--- src/rtl/ifetch_unit.sv ---
// ifetch_unit: instruction-fetch stage. Owns the program counter, fetches
// from a variable-latency instruction memory, holds the fetched word for the
// decode stage until commit, then resolves the next PC for sequential flow,
// conditional branches, jal and jalr.
module ifetch_unit #(
    parameter logic [31:0] RESET_PC = 32'h0000_0000,
    parameter logic [31:0] NOP_INST = 32'h0000_0013
) (
    input  logic        clk,
    input  logic        rst,
    output logic        imem_req,
    output logic [31:0] imem_addr,
    input  logic        imem_ready,
    input  logic        imem_rvalid,
    input  logic [31:0] imem_rdata,
    output logic [31:0] inst,
    output logic        inst_valid,
    output logic [31:0] pc,
    output logic [31:0] pc_plus4,
    input  logic [31:0] rs1Data,
    input  logic [31:0] rs2Data,
    input  logic [31:0] imm32,
    input  logic        commit,
    output logic        fetch_err
);

    typedef enum logic [1:0] {
        ST_FETCH = 2'd0,
        ST_WAIT  = 2'd1,
        ST_HOLD  = 2'd2,
        ST_ERROR = 2'd3
    } fetchState_e;

    localparam logic [6:0] OP_BRANCH = 7'b1100011;
    localparam logic [6:0] OP_JAL    = 7'b1101111;
    localparam logic [6:0] OP_JALR   = 7'b1100111;

    fetchState_e state_q;
    logic [31:0] pc_q;
    logic [31:0] inst_q;
    logic        instValid_q;
    logic        fetchErr_q;

    logic [31:0] pc_d;
    logic [31:0] seqPc;
    logic [31:0] relTarget;
    logic [31:0] jalrTarget;
    logic        branchTaken;
    logic        targetMisaligned;

    assign seqPc      = pc_q + 32'd4;
    assign relTarget  = pc_q + imm32;
    assign jalrTarget = (rs1Data + imm32) & 32'hFFFF_FFFE;

    // Evaluate the branch condition selected by funct3 of the held instruction
    always_comb begin
        branchTaken = 1'b0;
        unique case (inst_q[14:12])
            3'b000:  branchTaken = (rs1Data == rs2Data);
            3'b001:  branchTaken = (rs1Data != rs2Data);
            3'b100:  branchTaken = ($signed(rs1Data) <  $signed(rs2Data));
            3'b101:  branchTaken = ($signed(rs1Data) >= $signed(rs2Data));
            3'b110:  branchTaken = (rs1Data <  rs2Data);
            3'b111:  branchTaken = (rs1Data >= rs2Data);
            default: branchTaken = 1'b0;
        endcase
    end

    // Resolve the next PC from the opcode of the held instruction
    always_comb begin
        pc_d = seqPc;
        unique case (inst_q[6:0])
            OP_BRANCH: pc_d = branchTaken ? relTarget : seqPc;
            OP_JAL:    pc_d = relTarget;
            OP_JALR:   pc_d = jalrTarget;
            default:   pc_d = seqPc;
        endcase
    end

    assign targetMisaligned = (pc_d[1:0] != 2'b00);

    // Fetch FSM: request, wait for data, hold until commit, then advance or trap
    always_ff @(posedge clk or posedge rst) begin
        if (rst) begin
            state_q     <= ST_FETCH;
            pc_q        <= RESET_PC;
            inst_q      <= NOP_INST;
            instValid_q <= 1'b0;
            fetchErr_q  <= 1'b0;
        end else begin
            unique case (state_q)
                ST_FETCH: begin
                    if (imem_ready) begin
                        state_q <= ST_WAIT;
                    end
                end
                ST_WAIT: begin
                    if (imem_rvalid) begin
                        inst_q      <= imem_rdata;
                        instValid_q <= 1'b1;
                        state_q     <= ST_HOLD;
                    end
                end
                ST_HOLD: begin
                    if (commit) begin
                        pc_q        <= pc_d;
                        inst_q      <= NOP_INST;
                        instValid_q <= 1'b0;
                        if (targetMisaligned) begin
                            fetchErr_q <= 1'b1;
                            state_q    <= ST_ERROR;
                        end else begin
                            state_q    <= ST_FETCH;
                        end
                    end
                end
                ST_ERROR: begin
                    state_q <= ST_ERROR;
                end
                default: begin
                    state_q <= ST_ERROR;
                end
            endcase
        end
    end

    // The request is gated by reset so it stays low while the stage is held in reset
    assign imem_req   = (state_q == ST_FETCH) && !rst;
    assign imem_addr  = pc_q;
    assign pc         = pc_q;
    assign pc_plus4   = seqPc;
    assign inst       = inst_q;
    assign inst_valid = instValid_q;
    assign fetch_err  = fetchErr_q;

endmodule

--- config.mk ---
export PLATFORM = sky130hd
export DESIGN_NAME = ifetch_unit
export DESIGN_NICKNAME = d
export VERILOG_FILES = /design/src/rtl/ifetch_unit.sv
export SDC_FILE = /design/constraint.sdc
export NUM_CORES = 1
export LEC_CHECK = 0
export BUFFER_PORTS_ARGS = -buffer_cell sky130_fd_sc_hd__buf_2
export CAP_MARGIN = 5
export CORE_ASPECT_RATIO = 1.5
export CORE_MARGIN = 1.5
export CORE_UTILIZATION = 52
export CTS_CLUSTER_DIAMETER = 30
export DETAILED_ROUTE_END_ITERATION = 6
export PLACE_DENSITY = 0.93
export SLEW_MARGIN = 20
export SYNTH_ARGS = -nofsm -noshare
export SYNTH_HDL_FRONTEND = slang
export SYNTH_SLANG_ARGS = --single-unit
--- constraint.sdc ---
create_clock -name clk -period 4.36 [get_ports clk]
set_clock_uncertainty 0.15 [all_clocks]
set_input_delay 0.654 -clock clk [delete_from_list [all_inputs] [get_ports clk]]
set_output_delay 0.654 -clock clk [all_outputs]
set_load 0.03 [all_outputs]
* After elaboration in Yosys (flattened, before gate mapping)
Index checks and enable logic that the tools add are counted.
** Storage, ports and cells
- Register bits after elaboration :: 68
- Bits in latches :: 0
- Memory bits (writable) :: 0
- ROM bits :: 0
- Input port bits :: 133
- Output and inout bits :: 131
- Logic and storage cells :: 52
- Memories kept :: 0
** Cells by class
- Add/subtract/negate cells :: 3
- Multiply operators :: 0
- Divide/modulo/power cells :: 0
- Order comparisons :: 4
- Equality and inequality tests :: 16
- Shifts and indexed selects :: 0
- Mux-type cells :: 14
- Bitwise logic cells :: 0
- Reduce and logical (&&, ||, !) cells :: 10
** Operators by type and width (count)
- 2-to-1 mux 32 bit :: 3
- one-hot mux 32 bit (3 select lines) :: 1
- adder 32 bit :: 2
- greater-or-equal comparator 32 bit :: 2
- < comparator 32 bit :: 2
- one-hot mux 32 bit (2 select lines) :: 1
- adder 32 x 3 -> 32 bit, second input constant :: 1
- equality test 32 bit :: 1
- inequality test 32 bit :: 1
- equality test 7 bit, second input constant :: 3
- equality test 3 bit, second input constant :: 4
- AND reduction 3 bit :: 3
- 2-to-1 mux 2 bit :: 4
- one-hot mux 2 bit (4 select lines) :: 1
- inequality test 2 bit, second input constant :: 3
- one-hot mux 1 bit (6 select lines) :: 1
- equality test 2 bit, second input constant :: 2
- nonzero test 2 bit :: 2
- equality test 3 x 1 -> 1 bit, second input constant :: 1
- logical NOT 3 bit :: 1
- equality test 2 x 1 -> 1 bit, second input constant :: 1
- logical NOT 2 bit :: 1
- 2-to-1 mux 1 bit :: 2
- one-hot mux 1 bit (2 select lines) :: 1
- other kinds (3) :: 3

* Depth between registers and ports, before layout
- Depth in word-level cells :: 8
- Mapped depth :: 15
- Depth with buffers taken out :: 13

* Least setup slack after synthesis
No wires, ideal clock.
- Kind :: in2reg
- Start :: input rs1Data[0]
- End :: register pc_q[30] (netlist: imem_addr[30])
- Library setup time :: 126 ps
- Data arrival time :: 3256 ps
- Required time :: 4084 ps
- Slack :: 828 ps
- Stages on the path :: 13
- Path buffers :: 0
- Cell sequence :: and2_1 fa_1 a21o_1 a221oi_2 a211oi_2 o21ai_2 a31oi_2 a311oi_4 o211a_1 o31ai_1 xor2_1 a221oi_2 a21oi_1
** On the way
- Word-level cells in the longest chain between the ends :: 4
- Elaborated cells between the ends (all ways) :: 10
- Classes of those cells :: 1 x add/sub; 4 x order compare; 2 x eq/ne; 3 x mux
** RTL lines
- from (decl) :: line 20 : input logic [31:0] rs1Data,
- greater-or-equal comparator 32 bit, or another cell as far along :: line 64 : 3'b111: branchTaken = (rs1Data >= rs2Data);
- one-hot mux 1 bit (6 select lines) :: line 58 : unique case (inst_q[14:12])
- 2-to-1 mux 32 bit :: line 73 : OP_BRANCH: pc_d = branchTaken ? relTarget : seqPc;
- one-hot mux 32 bit (3 select lines) * :: line 72 : unique case (inst_q[6:0])
- to (signal assigned) :: line 106 : pc_q <= pc_d;
- to (decl) :: line 39 : logic [31:0] pc_q;
Every way passes the cells marked *; elsewhere a longest branch is shown, timed or not.
A chain may end at the register's enable or synchronous reset.

* Worst setup path in the final report
- Start :: input rs1Data[31]
- End :: register pc_q[21] (netlist: imem_addr[21])
** On the way
- Word-level cells in the longest chain between the ends :: 4
- Elaborated cells between the ends (all ways) :: 9
- Classes of those cells :: 4 x order compare; 2 x eq/ne; 3 x mux
** RTL lines (line)
- greater-or-equal comparator 32 bit, or another cell as far along :: 64
- one-hot mux 1 bit (6 select lines) * :: 58
- 2-to-1 mux 32 bit * :: 73
- one-hot mux 32 bit (3 select lines) * :: 72
Marks and branches as above.

==> flow_summary.html <==
<table>
<tr><th>Metric</th><th>Value</th></tr>
<tr><th colspan="2">Route</th></tr>
<tr><td>First-pass iteration count of the detailed router</td><td>6</td></tr>
<tr><td>Post-route ant nets</td><td>0</td></tr>
<tr><td>Via density</td><td>6.03</td></tr>
<tr><td>Routed length per instance</td><td>18.7 um</td></tr>
<tr><td>Post-detailed-routing wire length</td><td>25.4 mm</td></tr>
<tr><td>First DRT Iteration DRCs</td><td>501</td></tr>
<tr><td>Via count of the routed design</td><td>8205</td></tr>
<tr><td>DRC errors left</td><td>0</td></tr>
<tr><th colspan="2">Logic synthesis</th></tr>
<tr><td>Count of flip-flops with a built-in enable after synthesis</td><td>0</td></tr>
<tr><td>Post-synth ARST share</td><td>100%</td></tr>
<tr><td>Flip-flop and latch count after synthesis</td><td>68</td></tr>
<tr><td>Number of different library cells in the post-synthesis netlist</td><td>71</td></tr>
<tr><td>Largest cells by area after synthesis</td><td>sky130_fd_sc_hd__dfrtp_1, sky130_fd_sc_hd__ha_1, sky130_fd_sc_hd__xnor2_1</td></tr>
<tr><td>Proportion of synthesized chip area in sequential cells</td><td>22.4%</td></tr>
<tr><td>Synth Warn #</td><td>0</td></tr>
<tr><td>Average instance area after synthesis</td><td>8.24 sq um</td></tr>
<tr><td>Most instantiated flip-flop cell in the synthesis netlist</td><td>sky130_fd_sc_hd__dfrtp_1</td></tr>
<tr><td>Post-synth top area cell</td><td>sky130_fd_sc_hd__dfrtp_1</td></tr>
<tr><td>Combined area of all synthesized cells</td><td>0.00761 sq mm</td></tr>
<tr><td>Synth top area share</td><td>21.4%</td></tr>
<tr><td>Post-Synthesis Net Count</td><td>1153</td></tr>
<tr><td>Cells after synthesis</td><td>924</td></tr>
<tr><th colspan="2">Power</th></tr>
<tr><td>Ratio of total power to cell area</td><td>533 mW/mm^2</td></tr>
<tr><td>Switching power of the nets</td><td>2.58 mW</td></tr>
<tr><td>Reg power frac</td><td>23.6%</td></tr>
<tr><td>Internal power summed over all cells</td><td>2.37 mW</td></tr>
<tr><td>Clk pwr share</td><td>15.7%</td></tr>
<tr><td>Power share of the combinational group</td><td>60.7%</td></tr>
<tr><td>Maximum resistive drop on vdd</td><td>0.516 mV</td></tr>
<tr><td>Net Sw Frac</td><td>52.2%</td></tr>
<tr><td>P_leak</td><td>4.73 nW</td></tr>
<tr><th colspan="2">Hold path</th></tr>
<tr><td>Min-delay worst type</td><td>in -&gt; async</td></tr>
<tr><th colspan="2">Placement</th></tr>
<tr><td>Post-detailed-placement half-perimeter wirelength</td><td>20.3 mm</td></tr>
<tr><td>Final estimated routing congestion in global placement</td><td>0.965</td></tr>
<tr><td>Count of input and output buffers</td><td>263</td></tr>
<tr><th colspan="2">GRT</th></tr>
<tr><td>Global-route congestion overflow total</td><td>0</td></tr>
<tr><td>Global Route Usage Sum</td><td>32.8%</td></tr>
<tr><td>Wire length of the first global-routing pass</td><td>38.8 mm</td></tr>
<tr><td>Antenna violations before repair</td><td>0</td></tr>
<tr><td>Maximum number of pins on one net before global-route repair</td><td>36</td></tr>
<tr><td>Vias in the first global route</td><td>7933</td></tr>
<tr><th colspan="2">Critical path</th></tr>
<tr><td>Kind of launch point of the worst setup path</td><td>input pin</td></tr>
<tr><td>Nature of the critical path endpoint</td><td>flop</td></tr>
<tr><td>Critical-path maximum fanout</td><td>28</td></tr>
<tr><td>Worst Setup Path Type</td><td>in -&gt; reg</td></tr>
<tr><td>Master of the slowest instance on the critical path</td><td>sky130_fd_sc_hd__o21ai_4</td></tr>
<tr><td>Worst-case reg-to-reg path depth</td><td>13</td></tr>
<tr><td>End of the worst register-to-register path</td><td>imem_addr[28]</td></tr>
<tr><td>Most frequent CP cell</td><td>sky130_fd_sc_hd__nand3_1</td></tr>
<tr><td>Highest cell delay on the worst timing path</td><td>0.77 ns</td></tr>
<tr><td>Startpoint of the worst register-to-register path</td><td>imem_addr[0]</td></tr>
<tr><td>Required time of the critical path</td><td>4.46 ns</td></tr>
<tr><td>Endpoint arrival time on the critical path</td><td>4.14 ns</td></tr>
<tr><td>Internal reg-to-reg setup slack</td><td>0.48 ns</td></tr>
<tr><td>CP cell instances</td><td>buf_2 &gt; ha_1 &gt; nand3_1 &gt; nor3_1 &gt; nand3_1 &gt; o21ai_0 &gt; a2bb2oi_1 &gt; nor2_1 &gt; and2_1 &gt; o21ai_4 &gt; nor4bb_1 &gt; a211oi_1 &gt; o2bb2ai_1</td></tr>
<tr><th colspan="2">Clock tree</th></tr>
<tr><td>TritonCTS buffer count</td><td>9</td></tr>
<tr><td>Count of H-tree levels built during CTS</td><td>3</td></tr>
<tr><td>Postcts setup bufs</td><td>0</td></tr>
<tr><td>Buffers from clock root to sink, at most</td><td>2</td></tr>
<tr><td>Clock tree root buffer cell</td><td>sky130_fd_sc_hd__clkbuf_16</td></tr>
<tr><td>Clock tree from TritonCTS</td><td>built</td></tr>
<tr><td>Worst skew pair latency</td><td>0.35 ns</td></tr>
<tr><td>Register clock-pin slew on the reported worst setup and hold paths</td><td>0.07 ns</td></tr>
<tr><td>Post-CTS Hold Buffers</td><td>0</td></tr>
<tr><td>Clock net sink count</td><td>68</td></tr>
<tr><td>Post-CTS sizing</td><td>0</td></tr>
<tr><th colspan="2">Cells and area</th></tr>
<tr><td>Diode insertion count for antenna repair</td><td>0</td></tr>
<tr><td>Net count of the finished layout</td><td>1388</td></tr>
<tr><td>Area growth from synthesis to final layout</td><td>22.0%</td></tr>
<tr><td>Ratio of cells with drive above 1 in the final layout</td><td>27.7%</td></tr>
<tr><td>Core utilization of the finished layout</td><td>64.2%</td></tr>
<tr><th colspan="2">Floorplan</th></tr>
<tr><td>Die outline height</td><td>151 um</td></tr>
<tr><td>Width of the chip</td><td>102 um</td></tr>
<tr><td>Area of the die</td><td>0.0154 sq mm</td></tr>
<tr><td>Placement row count</td><td>54</td></tr>
<tr><td>Starting density of the core</td><td>52.7%</td></tr>
<tr><td>Top-level I/O count</td><td>264</td></tr>
<tr><td>Core Area</td><td>0.0145 sq mm</td></tr>
<tr><th colspan="2">STA</th></tr>
<tr><td>Measured slew at the worst slew-check pin</td><td>1.07 ns</td></tr>
<tr><td>Total negative slack for setup checks</td><td>0 ns</td></tr>
<tr><td>Clock period minus worst slack</td><td>4.05 ns</td></tr>
<tr><td>Final Max Slew Viols</td><td>0</td></tr>
<tr><td>Final Hold Fails</td><td>0</td></tr>
<tr><td>Max Fclk</td><td>0.247 GHz</td></tr>
<tr><td>Final worst path period share</td><td>92.8%</td></tr>
<tr><td>Final setup violation count</td><td>0</td></tr>
<tr><td>Unrepaired setup endpoints after global routing</td><td>no</td></tr>
<tr><td>Max_slew headroom</td><td>28.5%</td></tr>
<tr><th colspan="2">Run</th></tr>
<tr><td>Number of violations of the max-capacitance limit</td><td>0</td></tr>
<tr><th colspan="2">Status</th></tr>
<tr><td>Run status</td><td>complete, no violations</td></tr>
</table>
-- worst max-delay path, delay by kind of cell --
| family | cells | cell delay [ns] |
|---|---|---|
| adders and majority gates | 1 | 0.40 |
| buffers and inverters | 1 | 0.11 |
| AOI/OAI and AO/OA | 5 | 1.63 |
| and+or+nand+nor | 6 | 1.34 |
-- synthesized netlist by cell type, types with 5 or more instances --
| cell | number |
|---|---|
| sky130_fd_sc_hd__o21bai_1 | 7 |
| sky130_fd_sc_hd__dfrtp_1 | 65 |
| sky130_fd_sc_hd__nand2_1 | 73 |
| sky130_fd_sc_hd__o2bb2ai_1 | 6 |
| sky130_fd_sc_hd__buf_2 | 5 |
| sky130_fd_sc_hd__nand4_1 | 15 |
| sky130_fd_sc_hd__clkbuf_1 | 17 |
| sky130_fd_sc_hd__and3_1 | 15 |
| sky130_fd_sc_hd__a222oi_1 | 8 |
| sky130_fd_sc_hd__inv_1 | 60 |
| sky130_fd_sc_hd__nand3_1 | 33 |
| sky130_fd_sc_hd__o211ai_1 | 5 |
| sky130_fd_sc_hd__a221oi_1 | 16 |
| sky130_fd_sc_hd__xor2_1 | 23 |
| sky130_fd_sc_hd__nand2b_1 | 6 |
| sky130_fd_sc_hd__a21o_1 | 28 |
| sky130_fd_sc_hd__nor2_1 | 66 |
| sky130_fd_sc_hd__o21a_1 | 6 |
| sky130_fd_sc_hd__a22o_1 | 26 |
| sky130_fd_sc_hd__nor2b_1 | 12 |
| sky130_fd_sc_hd__mux2i_1 | 6 |
| sky130_fd_sc_hd__a211oi_1 | 8 |
| sky130_fd_sc_hd__a22oi_1 | 6 |
| sky130_fd_sc_hd__buf_4 | 34 |
| sky130_fd_sc_hd__o21ai_0 | 59 |
| sky130_fd_sc_hd__ha_1 | 94 |
| sky130_fd_sc_hd__a21oi_1 | 68 |
| sky130_fd_sc_hd__nor3_1 | 19 |
| sky130_fd_sc_hd__a31oi_1 | 12 |
| sky130_fd_sc_hd__xnor2_1 | 55 |
-- cell families after synthesis --
logic type	share of synthesized area, %
compound gates	27.6
simple gates	16.7
buf+inv	7.63
fa+ha+maj	16.0
xor+xnor	8.97
flops	22.4
mux	0.789
-- per-layer routing --
| metal | global-route usage (%) | up-vias | share of wire, % |
|---|---|---|---|
| met2 | 59.2 | 426 | 50 |
| li1 | - | 3867 | - |
| met3 | 6.65 | 96 | 7.7 |
| met5 | 0 | - | 0 |
| met4 | 19.4 | 0 | 6.1 |
| met1 | 34.8 | 3816 | 36 |
-- final cells by class --
type | instances | area (sq um)
clock buffer | 9 | 225
clock inverter | 7 | 81.3
timing repair buffer | 281 | 1460
multi-input combinational | 739 | 5340
sequential | 68 | 1710
fill | 1271 | 5170
inverter | 60 | 225
tap | 196 | 245
-- layout by cell type, fill, tap and decap left out, drive strengths merged, types with 8 or more instances in the layout --
cell and count:
nand4 16, a21oi 69, nand2 73, nor2b 12, and3 15, xor2 23, a222oi 8, ha 94
a31oi 13, nor2 66, xnor2 55, a22o 26, a21o 28, a211oi 9, o21ai 64, clkbuf 9
a221oi 19, dfrtp 65, nor3 19, inv 63, buf 281, nand3 33, o21bai 8
-- power groups by stage --
stage	clock network, mW	logic [mW]	registers [mW]
finish	0.776	3.00	1.17
floorplan	0	1.78	1.57
global placement	0	2.93	1.16
global route	0.817	3.23	1.20
CTS	0.781	2.99	1.16
detailed placement	0	2.98	1.16
-- worst max-delay path by stage --
stage,start,to,slack [ns],depth (start not counted)
3_3_place_gp,rs1Data[31],imem_addr[21],0.22,13
3_5_place_dp,rs1Data[31],imem_addr[21],0.07,13
5_1_grt,rs1Data[31],imem_addr[21],0.18,13
4_1_cts,rs1Data[31],imem_addr[21],0.42,13
2_1_floorplan,rs1Data[0],imem_addr[30],0.83,13
6_report,rs1Data[31],imem_addr[21],0.31,13
-- flip-flops by register name, summed over array words and instances (netlist names) --
signal      cells
inst_valid      1
imem_addr      32
state_q         2
inst           32
fetch_err       1
-- stage by stage --
step | worst slack (ns) | hold slack (ns) | area [sq um] | std cells | total power, mW
after floorplan | 0.828 | 0.419 | 7610 | 924 | 3.35
after global placement | 0.218 | 0.308 | 8980 | 1344 | 4.09
after detailed placement | 0.0724 | 0.314 | 8980 | 1344 | 4.15
after CTS | 0.415 | 0.297 | 9290 | 1360 | 4.93
after global routing | 0.184 | 0.334 | 9290 | 1360 | 5.25
final | 0.314 | 0.284 | 9290 | 1360 | 4.95
No activity file was read; power rests on OpenSTA's default activity.
